## src/rtl/waves_window_ctrl.sv

```systemverilog
// Waveform dump window scheduler.
// After an optional trigger and start delay, opens one or more dump windows of
// programmed length separated by programmed gaps.
// Ports:
//   clock, reset_n           - clock, async active-low reset
//   cfg_enable               - level; high starts a session, low returns to IDLE
//   cfg_use_trigger          - wait for trigger before the start delay
//   cfg_start_delay          - cycles between start/trigger and the first window
//   cfg_window_len           - dump_en high cycles per window (0 treated as 1)
//   cfg_gap_len              - dump_en low cycles between windows
//   cfg_num_windows          - number of windows, 0 = unlimited
//   trigger                  - trigger input, sampled only while waiting for it
//   abort                    - ends the session early (goes to DONE)
//   dump_en                  - dump active
//   dump_on / dump_off       - one-cycle pulses at dump_en rise / fall
//   window_idx               - completed windows in this session
//   busy / done              - session running / session finished
module waves_window_ctrl #(
    parameter int unsigned CNT_W = 32,
    parameter int unsigned WIN_W = 8
) (
    input  logic             clock,
    input  logic             reset_n,
    input  logic             cfg_enable,
    input  logic             cfg_use_trigger,
    input  logic [CNT_W-1:0] cfg_start_delay,
    input  logic [CNT_W-1:0] cfg_window_len,
    input  logic [CNT_W-1:0] cfg_gap_len,
    input  logic [WIN_W-1:0] cfg_num_windows,
    input  logic             trigger,
    input  logic             abort,
    output logic             dump_en,
    output logic             dump_on,
    output logic             dump_off,
    output logic [WIN_W-1:0] window_idx,
    output logic             busy,
    output logic             done
);

    typedef enum logic [2:0] {
        S_IDLE,
        S_WAIT_TRIG,
        S_DELAY,
        S_ON,
        S_GAP,
        S_DONE
    } state_t;

    state_t           state;
    state_t           state_d;
    logic [CNT_W-1:0] cnt;
    logic [CNT_W-1:0] cnt_d;
    logic [WIN_W-1:0] idx_d;

    // Session configuration captured when leaving IDLE
    logic [CNT_W-1:0] lat_start_delay;
    logic [CNT_W-1:0] lat_window_len;
    logic [CNT_W-1:0] lat_gap_len;
    logic [WIN_W-1:0] lat_num_windows;
    logic             lat_load;

    logic [CNT_W-1:0] win_load;

    logic dump_en_d;
    logic dump_on_d;
    logic dump_off_d;
    logic busy_d;
    logic done_d;

    assign lat_load = (state == S_IDLE) && cfg_enable;

    // Window counter reload value; a zero length still gives one cycle
    assign win_load = (lat_window_len == '0) ? '0 : lat_window_len - CNT_W'(1);

    // State, counter, configuration and output registers
    always_ff @(posedge clock or negedge reset_n) begin
        if (!reset_n) begin
            state           <= S_IDLE;
            cnt             <= '0;
            window_idx      <= '0;
            lat_start_delay <= '0;
            lat_window_len  <= '0;
            lat_gap_len     <= '0;
            lat_num_windows <= '0;
            dump_en         <= 1'b0;
            dump_on         <= 1'b0;
            dump_off        <= 1'b0;
            busy            <= 1'b0;
            done            <= 1'b0;
        end else begin
            state      <= state_d;
            cnt        <= cnt_d;
            window_idx <= idx_d;
            if (lat_load) begin
                lat_start_delay <= cfg_start_delay;
                lat_window_len  <= cfg_window_len;
                lat_gap_len     <= cfg_gap_len;
                lat_num_windows <= cfg_num_windows;
            end
            dump_en  <= dump_en_d;
            dump_on  <= dump_on_d;
            dump_off <= dump_off_d;
            busy     <= busy_d;
            done     <= done_d;
        end
    end

    // Next state, counter and window index
    always_comb begin
        state_d = state;
        cnt_d   = cnt;
        idx_d   = window_idx;
        unique case (state)
            S_IDLE: begin
                if (cfg_enable) begin
                    state_d = cfg_use_trigger ? S_WAIT_TRIG : S_DELAY;
                    cnt_d   = cfg_start_delay;
                    idx_d   = '0;
                end
            end
            S_WAIT_TRIG: begin
                if (trigger) begin
                    state_d = S_DELAY;
                    cnt_d   = lat_start_delay;
                end
            end
            S_DELAY: begin
                if (cnt == '0) begin
                    state_d = S_ON;
                    cnt_d   = win_load;
                end else begin
                    cnt_d = cnt - CNT_W'(1);
                end
            end
            S_ON: begin
                if (cnt == '0) begin
                    idx_d = window_idx + WIN_W'(1);
                    if ((lat_num_windows != '0) && (idx_d == lat_num_windows)) begin
                        state_d = S_DONE;
                    end else if (lat_gap_len == '0) begin
                        // Back-to-back windows: dump_en stays high
                        cnt_d = win_load;
                    end else begin
                        state_d = S_GAP;
                        cnt_d   = lat_gap_len - CNT_W'(1);
                    end
                end else begin
                    cnt_d = cnt - CNT_W'(1);
                end
            end
            S_GAP: begin
                if (cnt == '0) begin
                    state_d = S_ON;
                    cnt_d   = win_load;
                end else begin
                    cnt_d = cnt - CNT_W'(1);
                end
            end
            S_DONE: begin
                if (!cfg_enable) begin
                    state_d = S_IDLE;
                end
            end
            default: begin
                state_d = S_IDLE;
            end
        endcase

        // Early termination; disable takes priority over abort
        if ((state != S_IDLE) && (state != S_DONE) && abort) begin
            state_d = S_DONE;
            cnt_d   = cnt;
            idx_d   = window_idx;
        end
        if ((state != S_IDLE) && !cfg_enable) begin
            state_d = S_IDLE;
            cnt_d   = cnt;
            idx_d   = window_idx;
        end
    end

    // Next output values, registered alongside the state
    always_comb begin
        dump_en_d  = (state_d == S_ON);
        dump_on_d  = dump_en_d && !dump_en;
        dump_off_d = dump_en && !dump_en_d;
        busy_d     = (state_d == S_WAIT_TRIG) || (state_d == S_DELAY) ||
                     (state_d == S_ON) || (state_d == S_GAP);
        done_d     = (state_d == S_DONE);
    end

endmodule
```

## config.mk

```make
export PLATFORM = sky130hd
export DESIGN_NAME = waves_window_ctrl
export DESIGN_NICKNAME = d
export VERILOG_FILES = /design/src/rtl/waves_window_ctrl.sv
export SDC_FILE = /design/constraint.sdc
export NUM_CORES = 1
export LEC_CHECK = 0
export CORE_ASPECT_RATIO = 2
export CORE_MARGIN = 2
export CORE_UTILIZATION = 25
export CTS_CLUSTER_DIAMETER = 100
export CTS_CLUSTER_SIZE = 25
export DETAILED_ROUTE_END_ITERATION = 16
export PLACE_DENSITY = 0.52
export RECOVER_POWER = 50
export SYNTH_ARGS = -nofsm -noshare
export SYNTH_HDL_FRONTEND = slang
export SYNTH_SLANG_ARGS = --single-unit
```

## constraint.sdc

```tcl
create_clock -name clock -period 8.15 [get_ports clock]
set_input_delay 0.815 -clock clock [delete_from_list [all_inputs] [get_ports clock]]
set_output_delay 0.815 -clock clock [all_outputs]
set_load 0.005 [all_outputs]
```

== Word-level counts from Yosys, hierarchy flattened ==
Cells that the tools add are included.

* Add/subtract/negate cells: 4
* Equality and inequality tests: 16
* Mux-type cells: 22
* Bitwise operators: 2
* Reduce and logical (&&, ||, !) cells: 24

{| class="wikitable"
|+ Operator list
! kind !! count
|-
| $mux W32 || 7
|-
| $pmux W32 S4 || 1
|-
| $logic_not A32 Y1 || 3
|-
| $sub A32 B1 Y32 const B || 3
|-
| $mux W3 || 9
|-
| $mux W8 || 2
|-
| $pmux W8 S2 || 1
|-
| $pmux W3 S5 || 1
|-
| $eq A3 B2 Y1 const B || 4
|-
| $eq A3 B3 Y1 const B || 4
|-
| $add A8 B1 Y8 const B || 1
|-
| $eq A8 B8 Y1 || 1
|-
| $reduce_bool A8 Y1 || 1
|-
| $logic_and A1 B1 Y1 || 7
|-
| $eq A3 B1 Y1 const B || 2
|-
| $ne A2 B2 Y1 const B || 3
|-
| $ne A3 B3 Y1 const B || 2
|-
| $reduce_and A6 Y1 || 1
|-
| $reduce_and A5 Y1 || 1
|-
| $reduce_bool A4 Y1 || 1
|-
| $logic_not A1 Y1 || 3
|-
| $logic_not A3 Y1 || 1
|-
| $logic_or A1 B1 Y1 || 3
|-
| $reduce_bool A3 Y1 || 1
|-
| other kinds (4) || 5
|}

* Flip-flop bits (word level): 152
* Input bits: 110
* Output and inout bits: 13
* Logic and storage cells: 80

== Logic depth before layout (Yosys ltp) ==
Gate-level depths: netlist of run 1.

* Depth in word-level cells: 12
* Gate-level depth with buffers: 11
* Mapped depth without buffers: 10

== Worst setup path before layout of run 1 ==
Ideal clock, no wire load.

* Path kind: register to register
* Start: reg cnt[16]
* End: reg cnt[11]
* Setup time: 0.121 ns
* Data arrival time: 2.864 ns
* Data required time: 8.029 ns
* Slack: 5.165 ns
* Stages on the path, launching flop included: 11
* Path buffers: 4
* Clock period less this slack: 2.985 ns
* Cells stage by stage: dfrtp_1 or4_1 clkbuf_1 or4_1 buf_2 nor4_4 nand4_4 and2_1 buf_2 buf_2 a22o_1

* Cells in the longest elaborated chain, start to end: 3
* Elaborated cells between the ends (all ways): 6
* Those cells by class: eq/ne (1); mux (3); reduce/logical (2)

{| class="wikitable"
|+ RTL lines
! item !! RTL line !! source
|-
| start: declaration || 51 || <nowiki>logic [CNT_W-1:0] cnt;</nowiki>
|-
| start signal: assignment || 92 || <nowiki>cnt <= cnt_d;</nowiki>
|-
| $logic_not A32 Y1 * || 128, 136, 152 ||
|-
| $ne A3 B3 Y1 (no source line) (tied with other cells) || - ||
|-
| $reduce_and A6 Y1 (no source line) / $pmux W32 S4 (equally long branches) || - ||
|}

Mark *: on every way between the ends. The rest lies on a longest branch, timed or not.
A chain may end at the register's enable or synchronous reset.

== Worst setup path after layout of run 1 ==
* Start: reg cnt[16]
* End: reg cnt[29]

* Cells in the longest elaborated chain, start to end: 3
* Elaborated cells between the ends (all ways): 7
* Those cells by class: add/sub (1); eq/ne (1); mux (3); reduce/logical (2)

{| class="wikitable"
|+ RTL lines
! item !! RTL line
|-
| $sub A32 B1 Y32 / $logic_not A32 Y1 (equally long branches) || -
|-
| $mux W32 (tied with other cells) || 128, 152
|-
| $pmux W32 S4 / $reduce_and A6 Y1 (equally long branches) || -
|}

Parallel ways exist; a longest one is shown, timed or not.

==> results by group, run 1 <==
Status
  • Result of the run: complete, but fails checks
  • Violations in the final reports: capacitance limit, slew limit

Placement
  • HPWL after detailed placement: 26.7 mm
  • Routability cong.: 0.997
  • Cells after DPL: 1504
  • Instance area after placement: 0.0110 mm²
  • I/O Buffers: 122

Drt
  • Residual DRC count: 0
  • Total routed wirelength: 34.8 mm
  • Post-detailed-route via-to-cell ratio: 5.37
  • Number of violations reported at the end of detailed-routing iteration 0: 491
  • Vias post-DR: 8245
  • Antenna-violating nets left: 0
  • DR WL/cell: 22.7 µm
  • Initial DRT Pass Iterations: 5

GRT
  • Via count of the first global-routing pass: 8570
  • Wire length of the first global-routing pass: 53.2 mm
  • Total global-route track usage: 0.183
  • Maximum number of pins on one net before global-route repair: 100
  • Final global-route overflow total: 0
  • Number of antenna violations at the first check in global routing: 0

Die
  • Width of the die: 141 µm
  • Floorplan row count: 100
  • Area of the die: 0.0390 mm²
  • Core region area: 0.0370 mm²
  • Effective utilization at floorplan: 0.252
  • Number of placed I/O pins: 123
  • DIE HEIGHT: 277 µm

Finish
  • Number of inserted diodes: 0
  • Share of final-layout standard cells stronger than drive strength 1: 0.159
  • Fin area: 0.0116 mm²
  • Final instance count without filler cells: 1536
  • Layout area overhead: 24.3%
  • NumNets Final: 1180
  • Top library cells by usage in the layout, fill and taps aside: 152 x dfrtp_1, 115 x clkdlybuf4s50_1, 101 x mux2_2
  • Commonest non-fill, non-tap cell in the layout: dfrtp_1
  • Number of fill cells in the layout: 3910

Yosys
  • Number of different library cells in the post-synthesis netlist: 74
  • Sequential area share after synthesis: 0.407
  • Most used flip-flop cell after synthesis: dfrtp_1
  • Register bit total from synthesis: 152
  • Synth warnings: 0
  • Number of flops mapped to enable cells by yosys: 0
  • Netlist area before placement: 0.00934 mm²
  • Post-synthesis async set-or-reset flop share: 1.00
  • Count of mapped cells out of synthesis: 971
  • Synth Area per Inst: 9.62 µm²
  • Number of nets produced by synthesis: 1087

Timing
  • Post-route fraction of the period consumed by the critical path: 0.523
  • Slew headroom: -0.906
  • Final Max Slew Viols: 55
  • Transition time of the tightest slew-check pin: 2.86 ns
  • Total setup violations reported at the end of the flow: 0
  • Setup repair after global routing missed its margin: false
  • Final count of hold timing violations: 0
  • Highest achievable clock rate: 0.235 GHz
  • Worst Clk Skew: 0.0104 ns
  • Minimum clock period: 4.26 ns
  • Fin Setup TNS: 0 ns

Critical path
  • Setup Crit Path Kind: reg -> reg
  • Sort of element at the start of the critical path: flip-flop
  • Required time worst endpoint: 8.49 ns
  • Maximum fanout along the worst path: 37
  • Setup crit end kind: flip-flop
  • Arrival time worst endpoint: 4.60 ns

Power
  • Power dissipated by switching net loads: 1.88 mW
  • Static leakage: 4.37 nW
  • Internal power summed over all cells: 2.40 mW
  • Switching Share: 0.439
  • Fraction of power consumed by sequential logic: 0.362
  • Power per cell area: 369 mW/mm²
  • Overall power consumption: 4.28 mW
  • Gate power share: 0.442
  • Worst vdd ir: 151 µV
  • Power share of the clock group: 0.196

CTS
  • Clock tree from TritonCTS: done
  • Number of buffers on the longest clock path: 2
  • Clock root buffer: clkbuf_16
  • Worst-path clk slew: 0.07 ns
  • CTS buffer count: 17
  • Number of clock sinks seen by CTS: 152
  • CTS HTree Levels: 4
  • Total of cells resized after clock tree synthesis: 0
  • Worst-Skew Late Latency: 0.46 ns
  • Hold-fix buffer count after cts: 0
  • Total setup buffers inserted after CTS: 0

Worst hold path
  • Type of the most critical hold path: in -> async

Job
  • Number of violations of the max-capacitance limit: 1
critical path: stages (launching register included):
cell and delay (ns):
dfrtp_1 0.42, or4_1 0.64, or4_1 0.64, nor4_4 0.27, buf_4 0.35, nand4_4 0.55, and2_1 0.78, mux2_1 0.48
cell type report:
class | instances | area (µm²) | area share
Tap cell | 459 | 574 | 0.0495
Multi-Input combinational cell | 745 | 5270 | 0.454
Sequential cell | 152 | 3800 | 0.328
Clock inverter | 15 | 176 | 0.0152
Timing Repair Buffer | 132 | 1290 | 0.111
Clock buffer | 17 | 425 | 0.0367
Inverter | 16 | 60.1 | 0.00518
per-stage QoR:
stage | hold slack [ns] | util | setup WS (ns)
final | 0.460 | 0.313 | 3.89
after global routing | 0.493 | 0.313 | 3.60
after CTS | 0.470 | 0.313 | 3.94
after detailed placement | 0.455 | 0.297 | 3.96
after global placement | 0.465 | 0.297 | 4.02
after floorplan | 0.449 | - | 5.17
kinds of logic after synthesis:
| logic type | count (synthesis) | synth area share |
|---|---|---|
| xor+xnor | 65 | 0.0610 |
| compound gates | 235 | 0.172 |
| flops | 152 | 0.407 |
| fa+ha+maj | 6 | 0.00804 |
| simple gates | 335 | 0.194 |
| buf+inv | 74 | 0.0314 |
| mux | 104 | 0.125 |
power by group through the flow:
stage	Sequential [mW]	Clock, mW	Combinational (mW)
final	1.55	0.838	1.89
after global routing	1.62	0.887	2.04
after CTS	1.55	0.860	1.89
after detailed placement	1.56	0	1.88
after global placement	1.55	0	1.87
after floorplan	1.39	0	1.29
flip-flops by register name, indices dropped and copies added, names as in the netlist:
register	cells
done	1
cnt	32
window_idx	8
lat_start_delay	32
lat_num_windows	8
busy	1
lat_gap_len	32
lat_window_len	32
state	3
dump_on	1
dump_en	1
dump_off	1
final timing paths:
check	startpoint	endpoint	slack [ns]	cells after the start
hold reg to reg	dump_en	dump_on	0.46	1
setup reg to reg	cnt[16]	cnt[29]	3.89	7
hold / removal	reset_n	lat_gap_len[11]	0.46	1
setup / recovery	cnt[16]	cnt[29]	3.89	7
max in group asynchronous	reset_n	lat_window_len[29]	4.42	2
min in group clock	dump_en	dump_on	0.46	1
metal layers:
| layer | global-route usage | vias up | part of all wire |
|---|---|---|---|
| met2 | 0.332 | 253 | 0.53 |
| met5 | 0 | - | 0 |
| met4 | 0.125 | 0 | 0.072 |
| li1 | - | 3825 | - |
| met1 | 0.189 | 4082 | 0.36 |
| met3 | 0.0299 | 85 | 0.037 |
synth_stat cells (all sizes together) (2+ instances only):
library cell	count	area, µm²
a21boi	4	30.0
a211oi	13	103
a221oi	4	35.0
buf	9	48.8
a22oi	2	15.0
o2111ai	2	17.5
o221ai	2	23.8
xor2	33	289
or2	3	18.8
and3	4	25.0
nand2b	9	56.3
o41ai	7	80.1
xnor2	32	280
a22o	19	166
o22ai	4	25.0
a31o	3	26.3
and2	10	62.6
or4b	2	20.0
o211a	4	40.0
a21o	3	22.5
a21oi	40	200
o211ai	16	120
o311a	2	20.0
o21ai	63	315
a211o	5	43.8
ha	6	75.1
nor3b	6	45.0
o2bb2ai	5	43.8
nor2b	8	50.1
nand3	37	185
nor4	30	221
o31ai	15	113
a31oi	12	75.1
inv	16	60.1
mux2	103	1160
dfrtp	152	3800
nand3b	2	15.0
or3	25	161
and4	6	52.6
nor2	50	188
nor3	34	181
or4	17	128
clkbuf	49	184
nand4	9	71.3
nand2	79	297
No activity file was read; power rests on OpenSTA's default activity.
==> inputs of run 2 (changes only) <==
--- a/config.mk
+++ b/config.mk
@@ -11,7 +11,7 @@
 export CTS_CLUSTER_DIAMETER = 100
 export CTS_CLUSTER_SIZE = 25
 export DETAILED_ROUTE_END_ITERATION = 16
-export PLACE_DENSITY = 0.52
+export PLACE_DENSITY = 0.54
 export RECOVER_POWER = 50
 export SYNTH_ARGS = -nofsm -noshare
 export SYNTH_HDL_FRONTEND = slang
==> constraint.sdc (replaced) <==
create_clock -name clock -period 3.47 [get_ports clock]
set_input_delay 0.347 -clock clock [delete_from_list [all_inputs] [get_ports clock]]
set_output_delay 0.347 -clock clock [all_outputs]
set_load 0.005 [all_outputs]
==> run 2 against run 1 <==
Against the previous run: the run still ends with capacitance limit, slew limit left; global-route usage up 0.50 points; clock-buffer cell count increased by 4; sequential power rose by 130%; flip-flop and latch count is the same; core utilization is 1.2 points higher; routed wire length grew 3.2%; largest power group unchanged.
==> results by group, run 2 (synthesis results as in run 1) <==
Status
  • Result of the run: complete, but fails checks
  • Violations in the final reports: capacitance limit, slew limit

CTS
  • Number of buffers on the longest clock path: 2
  • Number of clock sinks seen by CTS: 152
  • Worst-path clk slew: 0.07 ns
  • Worst-Skew Late Latency: 0.46 ns
  • Clock tree from TritonCTS: done
  • CTS HTree Levels: 4
  • Clock root buffer: clkbuf_16
  • CTS buffer count: 17

Finish
  • Layout area overhead: 29.0%
  • Fin area: 0.0120 mm²
  • Number of inserted diodes: 0
  • Share of the core filled with cells: 0.325
  • Number of fill cells in the layout: 3844
  • NumNets Final: 1233
  • Commonest non-fill, non-tap cell in the layout: dfrtp_1
  • Share of final-layout standard cells stronger than drive strength 1: 0.196
  • Top library cells by usage in the layout, fill and taps aside: 152 x dfrtp_1, 115 x clkdlybuf4s50_1, 101 x mux2_2

Power
  • Static leakage: 4.64 nW
  • Worst vdd ir: 488 µV
  • Power per cell area: 859 mW/mm²

Drt
  • Residual DRC count: 0
  • Post-detailed-route via-to-cell ratio: 5.31
  • Total routed wirelength: 36.0 mm
  • Number of violations reported at the end of detailed-routing iteration 0: 461
  • Initial DRT Pass Iterations: 6
  • Vias post-DR: 8444
  • DR WL/cell: 22.6 µm
  • Antenna-violating nets left: 0

Timing
  • Final Max Slew Viols: 75
  • Transition time of the tightest slew-check pin: 2.10 ns
  • Final count of hold timing violations: 0
  • Slew headroom: -0.397
  • Post-route fraction of the period consumed by the critical path: 0.962
  • Highest achievable clock rate: 0.300 GHz
  • Worst Clk Skew: 0.0126 ns
  • Total setup violations reported at the end of the flow: 0
  • Fin Setup TNS: 0 ns
  • Minimum clock period: 3.34 ns
  • Setup repair after global routing missed its margin: false

Critical path
  • Reg2Reg Depth: 9
  • Required time worst endpoint: 3.82 ns
  • Setup crit end kind: flip-flop
  • Origin of the critical flop-to-flop path: cnt[16]
  • Setup Crit Path Kind: reg -> reg
  • Sort of element at the start of the critical path: flip-flop
  • Maximum fanout along the worst path: 23
  • R2R setup slack: 0.13 ns
  • Arrival time worst endpoint: 3.69 ns
  • Critical register-to-register path endpoint: cnt[20]

Worst hold path
  • Hold path startpoint: cfg_window_len[1]
  • Min-Delay Endpoint: lat_window_len[1]
  • Type of the most critical hold path: in -> reg
  • Number of instances on the worst hold path: 3

Die
  • Area of the die: 0.0390 mm²
  • Floorplan row count: 100
  • Width of the die: 141 µm
  • Core region area: 0.0370 mm²
  • Number of placed I/O pins: 123
  • DIE HEIGHT: 277 µm
  • Effective utilization at floorplan: 0.252

GRT
  • Maximum number of pins on one net before global-route repair: 76
  • Wire length of the first global-routing pass: 54.8 mm
  • Final global-route overflow total: 0
  • Via count of the first global-routing pass: 8627
  • Number of antenna violations at the first check in global routing: 0
  • Total global-route track usage: 0.188

Placement
  • Routability cong.: 0.933
  • Instance area after placement: 0.0115 mm²
  • I/O Buffers: 122
  • HPWL after detailed placement: 27.9 mm

Job
  • Number of violations of the max-capacitance limit: 1
==> run 2: layout make-up <==
cell class,count,area (µm²),area share
inverters,16,60.1,0.00499
flip-flops and latches,152,3800,0.316
repair buffers,185,1760,0.146
well taps,459,574,0.0477
clock buffers,21,460,0.0382
multi-input cells,745,5270,0.437
clock inverters,11,115,0.00956
==> run 2: layer usage <==
metal	wire, µm	GRT usage	up-vias
li1	-	-	3928
met1	12800	0.193	4178
met2	19500	0.349	260
met3	1310	0.0299	78
met4	2390	0.116	0
met5	0	0	-
==> run 2: how the worst max path moves through the flow <==
stage,startpoint,end,depth (start not counted)
after detailed placement,cnt[16],cnt[20],9
final,cnt[16],cnt[20],9
after global routing,window_idx[0],cnt[25],10
after CTS,cnt[16],cnt[20],9
after global placement,cnt[16],cnt[20],9
after floorplan,cnt[16],cnt[11],10
==> run 2: critical path: stages, from the launching register on <==
cell      delay (ns)
dfrtp_1         0.41
or4_1           0.55
or4_1           0.51
nor4_4          0.41
buf_12          0.24
nor4_1          0.09
a211oi_1        0.51
buf_4           0.21
o21ai_0         0.07
a22o_1          0.23
==> run 2: repair_timing <==
| item | 4_1_cts | 5_1_grt |
|---|---|---|
| hold buffers | 1 | 0 |
| resized for setup | 0 | 1 |
| hold endpoints to repair | 73 | 0 |
| setup buffers | 0 | 0 |
| setup endpoints to repair | 0 | 1 |
==> run 2: power by group <==
| group | total [mW] | leakage [nW] | internal, mW | switching [mW] |
|---|---|---|---|---|
| sequential | 3.56 | 1.83 | 2.62 | 0.941 |
| combinational | 4.91 | 2.52 | 2.21 | 2.69 |
| clock | 1.88 | 0.281 | 1.04 | 0.840 |
| total | 10.3 | 4.64 | 5.87 | 4.47 |
==> run 2: metrics by stage <==
stage | total power, mW | hold slack (ns) | worst slack (ns) | instances
2_1_floorplan | 6.31 | 0.0514 | 0.485 | 971
3_3_place_gp | 8.42 | 0.450 | 0.127 | 1556
3_5_place_dp | 8.49 | 0.456 | 0.156 | 1556
4_1_cts | 10.4 | 0.458 | 0.127 | 1589
5_1_grt | 11.0 | 0.487 | 0.0101 | 1589
6_report | 10.3 | 0.467 | 0.132 | 1589
